==> src/rtl/mcu_pkg.sv <==
// Shared types and encodings for the multi-cycle MIPS control unit.
package mcu_pkg;

  localparam int unsigned STATE_W = 4;
  localparam int unsigned CNT_W   = 8;

  typedef enum logic [STATE_W-1:0] {
    S_FETCH     = 4'd0,
    S_DECODE    = 4'd1,
    S_MEM_ADDR  = 4'd2,
    S_MEM_RD    = 4'd3,
    S_MEM_WB    = 4'd4,
    S_MEM_WR    = 4'd5,
    S_R_EXEC    = 4'd6,
    S_R_WB      = 4'd7,
    S_BRANCH    = 4'd8,
    S_JUMP      = 4'd9,
    S_ADDI_EXEC = 4'd10,
    S_ADDI_WB   = 4'd11,
    S_TRAP      = 4'd12
  } state_e;

  typedef enum logic {
    CAUSE_ILLEGAL = 1'b0,
    CAUSE_TIMEOUT = 1'b1
  } trap_cause_e;

  localparam logic [5:0] OP_RTYPE = 6'b000000;
  localparam logic [5:0] OP_LW    = 6'b100011;
  localparam logic [5:0] OP_SW    = 6'b101011;
  localparam logic [5:0] OP_BEQ   = 6'b000100;
  localparam logic [5:0] OP_BNE   = 6'b000101;
  localparam logic [5:0] OP_J     = 6'b000010;
  localparam logic [5:0] OP_ADDI  = 6'b001000;

  localparam logic [1:0] SRCB_B       = 2'b00;
  localparam logic [1:0] SRCB_FOUR    = 2'b01;
  localparam logic [1:0] SRCB_IMM     = 2'b10;
  localparam logic [1:0] SRCB_IMM_SL2 = 2'b11;

  localparam logic [1:0] ALU_ADD   = 2'b00;
  localparam logic [1:0] ALU_SUB   = 2'b01;
  localparam logic [1:0] ALU_FUNCT = 2'b10;

  localparam logic [1:0] PCSRC_ALU    = 2'b00;
  localparam logic [1:0] PCSRC_ALUOUT = 2'b01;
  localparam logic [1:0] PCSRC_JUMP   = 2'b10;

  typedef struct packed {
    logic       pc_write;
    logic       pc_write_cond;
    logic       iord;
    logic       mem_read;
    logic       mem_write;
    logic       ir_write;
    logic       reg_dst;
    logic       mem_to_reg;
    logic       reg_write;
    logic       alu_src_a;
    logic [1:0] alu_src_b;
    logic [1:0] alu_op;
    logic [1:0] pc_source;
    logic       branch_ne;
    logic       instr_done;
    logic       illegal_op;
    logic       timeout;
  } ctrl_t;

endpackage

==> src/rtl/multicycle_control_unit_if.sv <==
// Control-unit <-> datapath bundle: opcode/mem_ready in, per-cycle controls out.
interface multicycle_control_unit_if
  import mcu_pkg::*;
#(
  parameter int unsigned OPCODE_W = 6
);
  logic [OPCODE_W-1:0] opcode;
  logic                mem_ready;
  logic                pc_write;
  logic                pc_write_cond;
  logic                iord;
  logic                mem_read;
  logic                mem_write;
  logic                ir_write;
  logic                reg_dst;
  logic                mem_to_reg;
  logic                reg_write;
  logic                alu_src_a;
  logic [1:0]          alu_src_b;
  logic [1:0]          alu_op;
  logic [1:0]          pc_source;
  logic                branch_ne;
  logic [STATE_W-1:0]  state;
  logic                instr_done;
  logic                illegal_op;
  logic                timeout;

  modport master (
    input  opcode, mem_ready,
    output pc_write, pc_write_cond, iord, mem_read, mem_write, ir_write,
           reg_dst, mem_to_reg, reg_write, alu_src_a, alu_src_b, alu_op,
           pc_source, branch_ne, state, instr_done, illegal_op, timeout
  );

  modport slave (
    output opcode, mem_ready,
    input  pc_write, pc_write_cond, iord, mem_read, mem_write, ir_write,
           reg_dst, mem_to_reg, reg_write, alu_src_a, alu_src_b, alu_op,
           pc_source, branch_ne, state, instr_done, illegal_op, timeout
  );
endinterface

==> src/rtl/mcu_wait_timer.sv <==
// Memory-wait counter: counts stalled cycles in a memory state and flags the
// cycle in which the wait limit is reached with the access still pending.
module mcu_wait_timer
  import mcu_pkg::*;
#(
  parameter int unsigned WAIT_LIMIT = 16
) (
  input  logic clk,
  input  logic rst_n,
  input  logic i_wait,
  input  logic i_advance,
  output logic o_timeout_c
);

  logic [CNT_W-1:0] r_count;

  always_ff @(posedge clk) begin
    if (!rst_n) begin
      r_count <= '0;
    end else if (i_advance) begin
      r_count <= '0;
    end else if (i_wait) begin
      r_count <= r_count + CNT_W'(1);
    end
  end

  assign o_timeout_c = i_wait && (r_count == CNT_W'(WAIT_LIMIT));

endmodule

==> src/rtl/multicycle_control_unit.sv <==
// Multi-cycle MIPS main control FSM with mem_ready stalls and wait timeout.
// Optional MCU_BNE_EN: decodes bne into the BRANCH state with branch_ne set.
module multicycle_control_unit
  import mcu_pkg::*;
#(
  parameter int unsigned OPCODE_W   = 6,
  parameter int unsigned WAIT_LIMIT = 16
) (
  input  logic                       clk,
  input  logic                       rst_n,
  multicycle_control_unit_if.master  bus
);

  state_e      r_state;
  state_e      w_next;
  trap_cause_e r_trap_cause;
  trap_cause_e w_cause;
  logic        r_is_sw;
  logic        w_dec_sw;
  ctrl_t       w_ctrl;
  ctrl_t       w_out;
  logic        w_mem_wait;
  logic        w_advance;
  logic        w_timeout_c;
`ifdef MCU_BNE_EN
  logic        r_is_bne;
  logic        w_dec_bne;
`endif

  assign w_mem_wait = ((r_state == S_FETCH) || (r_state == S_MEM_RD) ||
                       (r_state == S_MEM_WR)) && !bus.mem_ready;
  assign w_advance  = (w_next != r_state);

  mcu_wait_timer #(
    .WAIT_LIMIT (WAIT_LIMIT)
  ) u_wait_timer (
    .clk         (clk),
    .rst_n       (rst_n),
    .i_wait      (w_mem_wait),
    .i_advance   (w_advance),
    .o_timeout_c (w_timeout_c)
  );

  always_ff @(posedge clk) begin
    if (!rst_n) begin
      r_state <= S_FETCH;
    end else begin
      r_state <= w_next;
    end
  end

  // Opcode class and trap cause are captured once so later states need no opcode.
  always_ff @(posedge clk) begin
    if (!rst_n) begin
      r_trap_cause <= CAUSE_ILLEGAL;
      r_is_sw      <= 1'b0;
`ifdef MCU_BNE_EN
      r_is_bne     <= 1'b0;
`endif
    end else begin
      if (w_next == S_TRAP) begin
        r_trap_cause <= w_cause;
      end
      r_is_sw  <= w_dec_sw;
`ifdef MCU_BNE_EN
      r_is_bne <= w_dec_bne;
`endif
    end
  end

  always_comb begin
    w_next   = r_state;
    w_ctrl   = '0;
    w_cause  = CAUSE_ILLEGAL;
    w_dec_sw = r_is_sw;
`ifdef MCU_BNE_EN
    w_dec_bne = r_is_bne;
`endif
    case (r_state)
      S_FETCH: begin
        w_ctrl.mem_read  = 1'b1;
        w_ctrl.iord      = 1'b0;
        w_ctrl.alu_src_a = 1'b0;
        w_ctrl.alu_src_b = SRCB_FOUR;
        w_ctrl.alu_op    = ALU_ADD;
        w_ctrl.pc_source = PCSRC_ALU;
        w_ctrl.ir_write  = bus.mem_ready;
        w_ctrl.pc_write  = bus.mem_ready;
        if (bus.mem_ready) begin
          w_next = S_DECODE;
        end else if (w_timeout_c) begin
          w_next  = S_TRAP;
          w_cause = CAUSE_TIMEOUT;
        end
      end
      S_DECODE: begin
        w_ctrl.alu_src_a = 1'b0;
        w_ctrl.alu_src_b = SRCB_IMM_SL2;
        w_ctrl.alu_op    = ALU_ADD;
        w_dec_sw         = 1'b0;
`ifdef MCU_BNE_EN
        w_dec_bne        = 1'b0;
`endif
        if (bus.opcode == OPCODE_W'(OP_RTYPE)) begin
          w_next = S_R_EXEC;
        end else if (bus.opcode == OPCODE_W'(OP_LW)) begin
          w_next = S_MEM_ADDR;
        end else if (bus.opcode == OPCODE_W'(OP_SW)) begin
          w_next   = S_MEM_ADDR;
          w_dec_sw = 1'b1;
        end else if (bus.opcode == OPCODE_W'(OP_BEQ)) begin
          w_next = S_BRANCH;
`ifdef MCU_BNE_EN
        end else if (bus.opcode == OPCODE_W'(OP_BNE)) begin
          w_next    = S_BRANCH;
          w_dec_bne = 1'b1;
`else
        end else if (bus.opcode == OPCODE_W'(OP_BNE)) begin
          w_next = S_TRAP;
`endif
        end else if (bus.opcode == OPCODE_W'(OP_J)) begin
          w_next = S_JUMP;
        end else if (bus.opcode == OPCODE_W'(OP_ADDI)) begin
          w_next = S_ADDI_EXEC;
        end else begin
          w_next = S_TRAP;
        end
      end
      S_MEM_ADDR: begin
        w_ctrl.alu_src_a = 1'b1;
        w_ctrl.alu_src_b = SRCB_IMM;
        w_ctrl.alu_op    = ALU_ADD;
        w_next           = r_is_sw ? S_MEM_WR : S_MEM_RD;
      end
      S_MEM_RD: begin
        w_ctrl.mem_read = 1'b1;
        w_ctrl.iord     = 1'b1;
        if (bus.mem_ready) begin
          w_next = S_MEM_WB;
        end else if (w_timeout_c) begin
          w_next  = S_TRAP;
          w_cause = CAUSE_TIMEOUT;
        end
      end
      S_MEM_WB: begin
        w_ctrl.reg_write  = 1'b1;
        w_ctrl.mem_to_reg = 1'b1;
        w_ctrl.reg_dst    = 1'b0;
        w_ctrl.instr_done = 1'b1;
        w_next            = S_FETCH;
      end
      S_MEM_WR: begin
        w_ctrl.mem_write  = 1'b1;
        w_ctrl.iord       = 1'b1;
        w_ctrl.instr_done = bus.mem_ready;
        if (bus.mem_ready) begin
          w_next = S_FETCH;
        end else if (w_timeout_c) begin
          w_next  = S_TRAP;
          w_cause = CAUSE_TIMEOUT;
        end
      end
      S_R_EXEC: begin
        w_ctrl.alu_src_a = 1'b1;
        w_ctrl.alu_src_b = SRCB_B;
        w_ctrl.alu_op    = ALU_FUNCT;
        w_next           = S_R_WB;
      end
      S_R_WB: begin
        w_ctrl.reg_write  = 1'b1;
        w_ctrl.reg_dst    = 1'b1;
        w_ctrl.mem_to_reg = 1'b0;
        w_ctrl.instr_done = 1'b1;
        w_next            = S_FETCH;
      end
      S_BRANCH: begin
        w_ctrl.alu_src_a     = 1'b1;
        w_ctrl.alu_src_b     = SRCB_B;
        w_ctrl.alu_op        = ALU_SUB;
        w_ctrl.pc_write_cond = 1'b1;
        w_ctrl.pc_source     = PCSRC_ALUOUT;
        w_ctrl.instr_done    = 1'b1;
`ifdef MCU_BNE_EN
        w_ctrl.branch_ne     = r_is_bne;
`endif
        w_next               = S_FETCH;
      end
      S_JUMP: begin
        w_ctrl.pc_write   = 1'b1;
        w_ctrl.pc_source  = PCSRC_JUMP;
        w_ctrl.instr_done = 1'b1;
        w_next            = S_FETCH;
      end
      S_ADDI_EXEC: begin
        w_ctrl.alu_src_a = 1'b1;
        w_ctrl.alu_src_b = SRCB_IMM;
        w_ctrl.alu_op    = ALU_ADD;
        w_next           = S_ADDI_WB;
      end
      S_ADDI_WB: begin
        w_ctrl.reg_write  = 1'b1;
        w_ctrl.reg_dst    = 1'b0;
        w_ctrl.mem_to_reg = 1'b0;
        w_ctrl.instr_done = 1'b1;
        w_next            = S_FETCH;
      end
      S_TRAP: begin
        w_ctrl.illegal_op = (r_trap_cause == CAUSE_ILLEGAL);
        w_ctrl.timeout    = (r_trap_cause == CAUSE_TIMEOUT);
        w_next            = S_FETCH;
      end
      default: begin
        w_next = S_FETCH;
      end
    endcase
  end

  // Reset forces every control low immediately, even before the state register clears.
  assign w_out = rst_n ? w_ctrl : '0;

  assign bus.pc_write      = w_out.pc_write;
  assign bus.pc_write_cond = w_out.pc_write_cond;
  assign bus.iord          = w_out.iord;
  assign bus.mem_read      = w_out.mem_read;
  assign bus.mem_write     = w_out.mem_write;
  assign bus.ir_write      = w_out.ir_write;
  assign bus.reg_dst       = w_out.reg_dst;
  assign bus.mem_to_reg    = w_out.mem_to_reg;
  assign bus.reg_write     = w_out.reg_write;
  assign bus.alu_src_a     = w_out.alu_src_a;
  assign bus.alu_src_b     = w_out.alu_src_b;
  assign bus.alu_op        = w_out.alu_op;
  assign bus.pc_source     = w_out.pc_source;
  assign bus.branch_ne     = w_out.branch_ne;
  assign bus.instr_done    = w_out.instr_done;
  assign bus.illegal_op    = w_out.illegal_op;
  assign bus.timeout       = w_out.timeout;
  assign bus.state         = rst_n ? r_state : S_FETCH;

endmodule
==> src/flat_wrapper.sv <==
// flat-port wrapper written by rule: the top's interface ports become plain ports
module multicycle_control_unit_flat import mcu_pkg::*;
#(
  parameter int unsigned OPCODE_W   = 6,
  parameter int unsigned WAIT_LIMIT = 16
)
  (clk, rst_n, bus_opcode, bus_mem_ready, bus_pc_write, bus_pc_write_cond, bus_iord, bus_mem_read, bus_mem_write, bus_ir_write, bus_reg_dst, bus_mem_to_reg, bus_reg_write, bus_alu_src_a, bus_alu_src_b, bus_alu_op, bus_pc_source, bus_branch_ne, bus_state, bus_instr_done, bus_illegal_op, bus_timeout);
  multicycle_control_unit_if #(.OPCODE_W(OPCODE_W)) bus_i ();
  input  logic clk;
  input  logic rst_n;
  input wire logic [$bits(bus_i.opcode)-1:0] bus_opcode;
  input wire logic [$bits(bus_i.mem_ready)-1:0] bus_mem_ready;
  output wire logic [$bits(bus_i.pc_write)-1:0] bus_pc_write;
  output wire logic [$bits(bus_i.pc_write_cond)-1:0] bus_pc_write_cond;
  output wire logic [$bits(bus_i.iord)-1:0] bus_iord;
  output wire logic [$bits(bus_i.mem_read)-1:0] bus_mem_read;
  output wire logic [$bits(bus_i.mem_write)-1:0] bus_mem_write;
  output wire logic [$bits(bus_i.ir_write)-1:0] bus_ir_write;
  output wire logic [$bits(bus_i.reg_dst)-1:0] bus_reg_dst;
  output wire logic [$bits(bus_i.mem_to_reg)-1:0] bus_mem_to_reg;
  output wire logic [$bits(bus_i.reg_write)-1:0] bus_reg_write;
  output wire logic [$bits(bus_i.alu_src_a)-1:0] bus_alu_src_a;
  output wire logic [$bits(bus_i.alu_src_b)-1:0] bus_alu_src_b;
  output wire logic [$bits(bus_i.alu_op)-1:0] bus_alu_op;
  output wire logic [$bits(bus_i.pc_source)-1:0] bus_pc_source;
  output wire logic [$bits(bus_i.branch_ne)-1:0] bus_branch_ne;
  output wire logic [$bits(bus_i.state)-1:0] bus_state;
  output wire logic [$bits(bus_i.instr_done)-1:0] bus_instr_done;
  output wire logic [$bits(bus_i.illegal_op)-1:0] bus_illegal_op;
  output wire logic [$bits(bus_i.timeout)-1:0] bus_timeout;
  assign bus_i.opcode = bus_opcode;
  assign bus_i.mem_ready = bus_mem_ready;
  assign bus_pc_write = bus_i.pc_write;
  assign bus_pc_write_cond = bus_i.pc_write_cond;
  assign bus_iord = bus_i.iord;
  assign bus_mem_read = bus_i.mem_read;
  assign bus_mem_write = bus_i.mem_write;
  assign bus_ir_write = bus_i.ir_write;
  assign bus_reg_dst = bus_i.reg_dst;
  assign bus_mem_to_reg = bus_i.mem_to_reg;
  assign bus_reg_write = bus_i.reg_write;
  assign bus_alu_src_a = bus_i.alu_src_a;
  assign bus_alu_src_b = bus_i.alu_src_b;
  assign bus_alu_op = bus_i.alu_op;
  assign bus_pc_source = bus_i.pc_source;
  assign bus_branch_ne = bus_i.branch_ne;
  assign bus_state = bus_i.state;
  assign bus_instr_done = bus_i.instr_done;
  assign bus_illegal_op = bus_i.illegal_op;
  assign bus_timeout = bus_i.timeout;
  multicycle_control_unit #(.OPCODE_W(OPCODE_W), .WAIT_LIMIT(WAIT_LIMIT)) u_core (.clk(clk), .rst_n(rst_n), .bus(bus_i));
endmodule
==> config.mk <==
export PLATFORM = sky130hd
export DESIGN_NAME = multicycle_control_unit_flat
export DESIGN_NICKNAME = d
export VERILOG_FILES = /design/src/rtl/mcu_pkg.sv /design/src/rtl/multicycle_control_unit_if.sv /design/src/rtl/mcu_wait_timer.sv /design/src/rtl/multicycle_control_unit.sv /design/src/flat_wrapper.sv
export SDC_FILE = /design/constraint.sdc
export NUM_CORES = 1
export LEC_CHECK = 0
export CAP_MARGIN = 10
export CORE_MARGIN = 2
export CORE_UTILIZATION = 48
export DETAILED_ROUTE_END_ITERATION = 10
export GPL_TIMING_DRIVEN = 0
export PLACE_DENSITY = 0.79
export SLEW_MARGIN = 15
export SYNTH_ARGS = -nofsm -noshare
export SYNTH_HDL_FRONTEND = slang
export SYNTH_SLANG_ARGS = --single-unit
==> constraint.sdc <==
create_clock -name clk -period 2.5 [get_ports clk]
set_input_delay 0.75 -clock clk [delete_from_list [all_inputs] [get_ports clk]]
set_output_delay 0.75 -clock clk [all_outputs]
set_load 0.02 [all_outputs]
==> results of run 1 <==
-- layout make-up --
cell class	instances	area [um2]	area share [%]
flip-flops and latches	14	283	16.6
clock buffers	4	36.3	2.13
inverters	5	18.8	1.10
multi-input cells	122	931	54.7
well taps	30	37.5	2.21
plain buffers	13	101	5.96
repair buffers	34	293	17.2
-- cells by family after synthesis --
family / count (synthesis) / share of synthesized area [%]
fa+ha+maj: 2 / 2.03
mux: 1 / 0.814
flops: 14 / 22.8
buf+inv: 19 / 7.83
compound gates: 29 / 19.5
xor+xnor: 10 / 7.12
simple gates: 79 / 39.6
other cells: 1 / 0.305
-- per-layer routing --
layer  global-route usage (%)  vias to the layer above  routed length, um
li1                         -                      637                  -
met1                     30.1                      617               1450
met2                     39.3                       57               1620
met3                     4.64                       11                234
met4                     10.0                        0                 70
met5                        0                        -                  0
-- metrics by stage --
stage / area, um2 / util (%)
final: 1700 / 69.3
after global routing: 1700 / 69.3
after CTS: 1640 / 66.7
after detailed placement: 1570 / 64.1
after global placement: 1570 / 64.1
after floorplan: 1240 / -
-- worst max-delay path, stage by stage, from the launching register on --
cell and delay [ns]:
dfxtp_1 0.35, buf_4 0.20, xor2_1 0.29, and4_1 0.25, dlygate4sd2_1 0.34
-- worst max path at each step --
stage / cells past startpoint / start / to
finish: 4 / u_core.r_state[1] / bus_iord
global route: 4 / u_core.r_state[1] / bus_iord
CTS: 5 / bus_mem_ready / bus_pc_write
detailed placement: 5 / bus_mem_ready / bus_pc_write
global placement: 5 / bus_mem_ready / bus_pc_write
floorplan: 5 / rst_n / bus_alu_src_a
-- state kept, by name (all words and copies together), names as in the netlist --
register	cells
u_core.r_state	4
u_core.r_trap_cause	1
u_core.r_is_sw	1
u_core.u_wait_timer.r_count	8
-- power by group through the flow --
stage / sequential [mW] / combinational [mW] / clock [mW]
CTS: 0.239 / 0.248 / 0.172
finish: 0.240 / 0.271 / 0.166
detailed placement: 0.243 / 0.247 / 0
global placement: 0.242 / 0.243 / 0
floorplan: 0.240 / 0.170 / 0
global route: 0.242 / 0.291 / 0.182
-- repair_timing --
| action | in CTS | in global routing |
|---|---|---|
| cloned | 0 | 0 |
| pin swaps | 1 | 4 |
| endpoints found under the hold margin | 0 | 0 |
| resized for setup | 46 | 30 |
| setup endpoints to repair | 31 | 26 |
| buffers inserted | 1 | 3 |
-- cells in the final DEF, fill, tap and decap left out, drive strengths merged, types with 3 or more instances in the layout --
cell           instances
buf                   16
dfxtp                 14
clkbuf                12
nor2                  11
nor3                  11
nor4                   9
xor2                   8
clkdlybuf4s50          8
dlygate4sd2            8
and2                   7
nor2b                  6
clkdlybuf4s15          6
inv                    5
nand4                  5
nand2                  5
o21ai                  5
a21oi                  5
and3                   4
nand2b                 4
and4                   3
nor4b                  3
a31oi                  3
==> impl_metrics.json, run 1 <==
{
  "setup-tns-final_ns": 0,
  "rr_worst_depth": 8,
  "p_sw_share_pct": 36.1,
  "wl_per_cell_um": 15.2,
  "diodes": 0,
  "clock_skew_ns": 0.00489,
  "htreeDepth": 1,
  "rr_endpoint": "u_core.u_wait_timer.r_count[5]",
  "cts_hold_buf": 0,
  "antenna_left": 0,
  "whs_ns": 0.561,
  "post-place-ws_ns": -0.659,
  "worstHoldStart": "u_core.r_is_sw",
  "ys_ff_latch": 14,
  "first_pass_iters": 5,
  "fin_ws_ns": 0.0270,
  "grt.overflow.total": 0,
  "synthCells": 155,
  "core_um2": 2450,
  "syn_to_final_growth_pct": 38.3,
  "internal-power_uw": 433,
  "fin_crit_ns": 2.47,
  "rows": 18,
  "vias": 1322,
  "first_global_vias": 1111,
  "grt_pass1_wl_um": 5110,
  "syn_area_per_cell_um2": 7.94,
  "irDropWorstVdd_mv": 0.339,
  "clock_sinks": 14,
  "start_util_pct": 50.1,
  "ff2ff_setup_slack_ns": 0.21,
  "tritoncts.num_buffers": 3,
  "timing.final.hold_violations": 0,
  "cp_max_fo": 10,
  "yosysTopAreaCell": "dfxtp_1",
  "synth_edf_count": 0,
  "path_clk_slew_ns": 0.09,
  "dp.final_hpwl_um": 2400,
  "io_pins": 33,
  "grt_max_degree": 11,
  "fin_cells": 222,
  "outcome": "finished, final reports clean",
  "setup_violations": 0,
  "cp-end-kind": "primary output",
  "die_area_um2": 2980,
  "fillers": 190,
  "dr.first_iter.drc_count": 38,
  "antenna_found_initial": 0,
  "final_nets": 204,
  "max_freq_ghz": 0.404,
  "clkLatencyLatePin_ns": 0.28,
  "maxCapViolCount": 0,
  "yosysSeqAreaShare_pct": 22.8,
  "synthTopCellsByArea": "dfxtp_1, xor2_1, nor4_1",
  "routabilityCongestion": 0.872,
  "startpoint_type": "flop",
  "async_flop_share_pct": 0,
  "portBuffers": 30,
  "netSwitchingPower_uw": 244,
  "crit_arrival_ns": 1.72,
  "r2r_start": "u_core.u_wait_timer.r_count[0]",
  "power_frac_comb_pct": 40.0,
  "leakage_nw": 0.706,
  "relSlewSlack_pct": 66.5,
  "min_period_over_period_pct": 98.9,
  "crit_type": "reg -> out",
  "tightest_slew_ns": 0.500,
  "synth_warnings": 0,
  "dp_cells": 215,
  "drt_wl_total_um": 3380,
  "yosysTopAreaCellShare_pct": 22.8,
  "clk_path_buf_depth": 2,
  "required_ns": 1.75,
  "finalMaxSlewViolations": 0,
  "yosysMostFrequentCell": "dfxtp_1",
  "vias_per_cell": 5.95,
  "syn_area_um2": 1230,
  "power.share.clock_pct": 24.5,
  "track_usage_pct": 23.9,
  "synth_commonest_cells": "dfxtp_1, nor2_1, nor3_1, nor4_1, xor2_1",
  "die_h_um": 54.6,
  "drive_gt1_share_pct": 28.6,
  "cts_tree": "done",
  "synth_nets": 166,
  "synthFlopType": "dfxtp_1",
  "p_total_uw": 677,
  "die_w_um": 54.6,
  "drc": 0,
  "root_buffer": "clkbuf_4",
  "p_seq_share_pct": 35.5,
  "synth_cell_types": 53,
  "power_density_nw_per_um2": 398,
  "rsz0062_at_grt": "yes",
  "min_to": "u_core.r_is_sw",
  "hold_path_class": "reg -> reg",
  "holdPathStages": 2
}
(Power assumes the default switching activity.)
==> run 2, diff against run 1 <==
--- a/config.mk
+++ b/config.mk
@@ -6,6 +6,7 @@
 export NUM_CORES = 1
 export LEC_CHECK = 0
 export CAP_MARGIN = 10
+export CORE_ASPECT_RATIO = 1.5
 export CORE_MARGIN = 2
 export CORE_UTILIZATION = 48
 export DETAILED_ROUTE_END_ITERATION = 10
==> constraint.sdc (replaced) <==
create_clock -name clk -period 2.5 [get_ports clk]
set_input_delay 0.5 -clock clk [delete_from_list [all_inputs] [get_ports clk]]
set_output_delay 0.5 -clock clk [all_outputs]
set_load 0.02 [all_outputs]
==> run 2 against run 1 <==
Net effect:
- die area grew 0.28%
- critical endpoint is now bus_alu_src_b[1]
- non-clock buffer count shrank 2
- cell count shrank 4.1%
- first-iteration DRC count grew 47%
- highest routed layer unchanged
- maximum frequency grew 1.8%
- combinational power shrank 3%
- core utilization shrank 1.6 points
==> impl_metrics.json, run 2 (same netlist as run 1, synthesis figures left out) <==
{
  "antenna_left": 0,
  "rr_endpoint": "u_core.u_wait_timer.r_count[4]",
  "first_global_vias": 1202,
  "routabilityCongestion": 0.846,
  "setup_violations": 0,
  "power.share.clock_pct": 19.4,
  "timing.final.hold_violations": 0,
  "drt_wl_total_um": 3280,
  "finalMaxSlewViolations": 0,
  "cp_max_fo": 10,
  "path_clk_slew_ns": 0.08,
  "r2r_start": "u_core.u_wait_timer.r_count[0]",
  "min_to": "u_core.r_is_sw",
  "wl_per_cell_um": 15.4,
  "final_nets": 202,
  "fillers": 206,
  "grt_max_degree": 11,
  "relSlewSlack_pct": 65.9,
  "die_h_um": 66.0,
  "vias_per_cell": 6.15,
  "dp.final_hpwl_um": 2520,
  "first_pass_iters": 4,
  "portBuffers": 30,
  "power_frac_comb_pct": 42.3,
  "tritoncts.num_buffers": 3,
  "largest_register_ffs": 8,
  "leakage_nw": 0.791,
  "rows": 22,
  "cpMaxStageDelayCell": "clkdlybuf4s50_1",
  "reg_top3": "u_core.u_wait_timer.r_count (8), u_core.r_state (4)",
  "crit_arrival_ns": 1.93,
  "core_um2": 2450,
  "setup-tns-final_ns": 0,
  "p_sw_share_pct": 36.2,
  "syn_to_final_growth_pct": 34.7,
  "vias": 1309,
  "htreeDepth": 1,
  "dr.first_iter.drc_count": 56,
  "rr_worst_depth": 9,
  "most-common-layout-cells": "clkdlybuf4s50_1, dfxtp_1, nor2_1, buf_4",
  "holdPathStages": 2,
  "cts_hold_buf": 0,
  "root_buffer": "clkbuf_4",
  "drive_gt1_share_pct": 16.9,
  "hold_path_class": "reg -> reg",
  "drc": 0,
  "top_register": "u_core.u_wait_timer.r_count",
  "crit_type": "reg -> out",
  "grt_pass1_wl_um": 5190,
  "p_seq_share_pct": 38.3,
  "p_total_uw": 622,
  "maxCapViolCount": 0,
  "tightest_slew_ns": 0.512,
  "internal-power_uw": 397,
  "grt.overflow.total": 0,
  "power_density_nw_per_um2": 376,
  "io_pins": 33,
  "ff2ff_setup_slack_ns": 0.23,
  "netSwitchingPower_uw": 225,
  "startpoint_type": "flop",
  "track_usage_pct": 22.6,
  "clk_path_buf_depth": 2,
  "cp-end-kind": "primary output",
  "outcome": "finished, final reports clean",
  "critical_path.cell_chain": "buf_4 -> nand2b_2 -> o21ai_0 -> and3b_1 -> clkdlybuf4s50_1",
  "irDropWorstVdd_mv": 0.344,
  "die_w_um": 45.3,
  "antenna_found_initial": 0,
  "min_period_over_period_pct": 97.2,
  "clock_skew_ns": 0.00145,
  "cts_tree": "done",
  "final_common_cell": "clkdlybuf4s50_1",
  "diodes": 0,
  "required_ns": 2.00,
  "max_freq_ghz": 0.412,
  "die_area_um2": 2990,
  "fin_crit_ns": 2.43,
  "rsz0062_at_grt": "no",
  "clkLatencyLatePin_ns": 0.27,
  "cpPeakStageDelay_ns": 0.60,
  "start_util_pct": 50.2,
  "clock_sinks": 14,
  "worstHoldStart": "u_core.r_is_sw",
  "crit_path_start": "u_core.r_state[1]"
}
[run 2: power groups by stage]
stage,sequential [mW],combinational [mW],clock [mW]
floorplan,0.240,0.170,0
global placement,0.242,0.243,0
detailed placement,0.243,0.249,0
CTS,0.238,0.251,0.122
global route,0.239,0.283,0.128
finish,0.238,0.263,0.120
[run 2: repair_timing]
item | in CTS | in global routing
pin swaps | 0 | 9
gates resized for setup | 12 | 17
buffers inserted | 1 | 0
endpoints found under the setup margin | 19 | 18
[run 2: layer usage]
layer | share of wire, % | vias to the layer above | track usage [%]
li1 | - | 632 | -
met1 | 39 | 635 | 24.0
met2 | 56 | 38 | 44.3
met3 | 4.0 | 4 | 1.09
met4 | 0.58 | 0 | 7.35
met5 | 0 | - | 0
[run 2: worst max path at each step]
stage / to / slack [ns] / depth (start not counted)
after floorplan: bus_pc_write / 0.39 / 4
after global placement: u_core.u_wait_timer.r_count[4] / -0.19 / 9
after detailed placement: u_core.u_wait_timer.r_count[5] / -0.27 / 9
after CTS: u_core.u_wait_timer.r_count[5] / 0.003 / 9
after global routing: bus_alu_src_b[1] / 0.008 / 5
final: bus_alu_src_b[1] / 0.07 / 5
[run 2: area by class of cell]
class	instances	area, um2	area share, %
multi-input cells	122	891	53.8
repair buffers	31	322	19.4
flip-flops and latches	14	282	17.0
plain buffers	14	91.3	5.51
well taps	24	30.0	1.81
clock buffers	3	22.5	1.36
inverters	5	18.8	1.13
[run 2: critical path, delay by kind of cell, from the launching register on]
kind / cells / cell delay (ns)
buf+inv: 2 / 0.77
flops: 1 / 0.32
simple gates: 2 / 0.41
compound gates: 1 / 0.15
[run 2: metrics by stage]
stage                     instance area (um2)  std cells  util [%]  setup WS, ns  hold WS (ns)
after floorplan                          1230        155         -         0.389         0.498
after global placement                   1560        209      63.7        -0.195         0.538
after detailed placement                 1560        209      63.7        -0.268         0.565
after CTS                                1600        213      65.1       0.00271         0.588
after global routing                     1660        213      67.6       0.00783         0.619
final                                    1660        213      67.6        0.0705         0.572
==> run 3, diff against run 2 <==
--- a/config.mk
+++ b/config.mk
@@ -6,7 +6,7 @@
 export NUM_CORES = 1
 export LEC_CHECK = 0
 export CAP_MARGIN = 10
-export CORE_ASPECT_RATIO = 1.5
+export CORE_ASPECT_RATIO = 0.9
 export CORE_MARGIN = 2
 export CORE_UTILIZATION = 48
 export DETAILED_ROUTE_END_ITERATION = 10
==> run 3 against run 2 <==
Net effect:
- cell count up 3.8%
- die area is 0.27% lower
- register-to-register slack barely moved
- critical path type unchanged
- combinational power grew 5%
- sequential cell count is the same
- clock skew about the same
- design area increased by 2.3%
- highest routed layer unchanged
- worst setup slack improved by 0.027 ns
- critical path depth down 1
==> impl_metrics.json, run 3 (same netlist as run 1, synthesis figures left out) <==
{
  "outcome": "finished, final reports clean",
  "setup_violations": 0,
  "reg_top3": "u_core.u_wait_timer.r_count (8), u_core.r_state (4)",
  "topRoutingLayerUsed": "met4",
  "root_buffer": "clkbuf_4",
  "path_clk_slew_ns": 0.09,
  "largest_register_ffs": 8,
  "syn_to_final_growth_pct": 37.8,
  "multi_input_comb_area_um2": 888,
  "clock_skew_ns": 0.00124,
  "required_ns": 2.00,
  "grt_pass1_wl_um": 5180,
  "track_usage_pct": 21.9,
  "hold_path_class": "reg -> reg",
  "dp_cells": 213,
  "fin_cells": 221,
  "power_frac_comb_pct": 40.3,
  "regArea_um2": 284,
  "post-place-ws_ns": -0.306,
  "most-common-layout-cells": "buf_4, dfxtp_1, clkdlybuf4s50_1, nor2_1, dlygate4sd2_1",
  "antenna_found_initial": 0,
  "finalMaxSlewViolations": 0,
  "cp_max_fo": 10,
  "portBuffers": 30,
  "min_period_over_period_pct": 96.1,
  "max_freq_ghz": 0.416,
  "dr_wl_met2_um": 1420,
  "start_util_pct": 50.3,
  "clk_path_buf_depth": 2,
  "fillers": 197,
  "internal-power_uw": 442,
  "wl_met1_um": 1510,
  "netSwitchingPower_uw": 241,
  "diodes": 0,
  "io_pins": 33,
  "cts_tree": "done",
  "cts_hold_buf": 0,
  "timing.final.hold_violations": 0,
  "drt_wl_total_um": 3220,
  "vias": 1283,
  "die_h_um": 52.0,
  "htreeDepth": 1,
  "met3WireLength_um": 251,
  "dp.final_hpwl_um": 2350,
  "top_register": "u_core.u_wait_timer.r_count",
  "drive_gt1_share_pct": 17.6,
  "dr.first_iter.drc_count": 47,
  "startpoint_type": "flop",
  "core_um2": 2450,
  "cp-end-kind": "primary output",
  "wl_per_cell_um": 14.6,
  "clkLatencyLatePin_ns": 0.29,
  "fin_ws_ns": 0.0980,
  "power.share.clock_pct": 24.9,
  "routabilityCongestion": 0.869,
  "grt.overflow.total": 0,
  "final_nets": 205,
  "rsz0062_at_grt": "no",
  "antenna_left": 0,
  "tritoncts.num_buffers": 3,
  "p_seq_share_pct": 34.8,
  "leakage_nw": 0.800,
  "grt_max_degree": 11,
  "fin_util_pct": 69.3,
  "vias_per_cell": 5.81,
  "setup-tns-final_ns": 0,
  "maxCapViolCount": 0,
  "clock_sinks": 14,
  "first_pass_iters": 5,
  "crit_arrival_ns": 1.90,
  "p_sw_share_pct": 35.3,
  "power_density_nw_per_um2": 403,
  "ff2ff_setup_slack_ns": 0.24,
  "die_area_um2": 2980,
  "first_global_vias": 1106,
  "die_w_um": 57.4,
  "irDropWorstVdd_mv": 0.281,
  "rows": 17,
  "fin_crit_ns": 2.40,
  "drc": 0,
  "crit_type": "reg -> out"
}
run 3: power by group through the flow:
stage                     logic, mW  clock network [mW]  registers [mW]
after floorplan               0.170                   0           0.240
after global placement        0.242                   0           0.242
after detailed placement      0.247                   0           0.243
after CTS                     0.247               0.170           0.238
after global routing          0.295               0.181           0.239
final                         0.275               0.170           0.237
run 3: metrics by stage:
step | hold slack, ns | total power [mW] | area, um2
6_report | 0.579 | 0.682 | 1700
3_5_place_dp | 0.558 | 0.490 | 1570
5_1_grt | 0.615 | 0.715 | 1700
2_1_floorplan | 0.498 | 0.410 | 1230
3_3_place_gp | 0.554 | 0.484 | 1570
4_1_cts | 0.579 | 0.656 | 1610
run 3: repair_timing:
| action | 4_1_cts | 5_1_grt |
|---|---|---|
| buffers inserted | 0 | 4 |
| pin swaps | 0 | 6 |
| resized for setup | 17 | 17 |
| endpoints found under the setup margin | 19 | 16 |
run 3: area by class of cell:
| class | instances | share of cell area [%] |
|---|---|---|
| repair buffers | 34 | 19.9 |
| clock buffers | 4 | 2.14 |
| inverters | 5 | 1.11 |
| flip-flops and latches | 14 | 16.8 |
| plain buffers | 14 | 5.61 |
| well taps | 28 | 2.07 |
| multi-input cells | 122 | 52.4 |
run 3: layer usage:
metal	GRT usage (%)	vias to the layer above
met3	3.73	5
met5	0	-
met4	6.98	0
met1	31.1	576
li1	-	640
met2	33.7	62
run 3: critical path, stage by stage, from the launching register on:
cell	delay [ns]
dfxtp_1	0.34
buf_4	0.17
nand2b_1	0.28
and4_1	0.22
clkdlybuf4s50_1	0.60
run 3: worst paths after layout:
kind	to	cells past startpoint	from
hold / removal	u_core.u_wait_timer.r_count[7]	2	u_core.u_wait_timer.r_count[7]
setup reg to reg	u_core.u_wait_timer.r_count[2]	9	u_core.u_wait_timer.r_count[0]
hold reg to reg	u_core.u_wait_timer.r_count[7]	2	u_core.u_wait_timer.r_count[7]
setup / recovery	bus_mem_read	4	u_core.r_state[1]
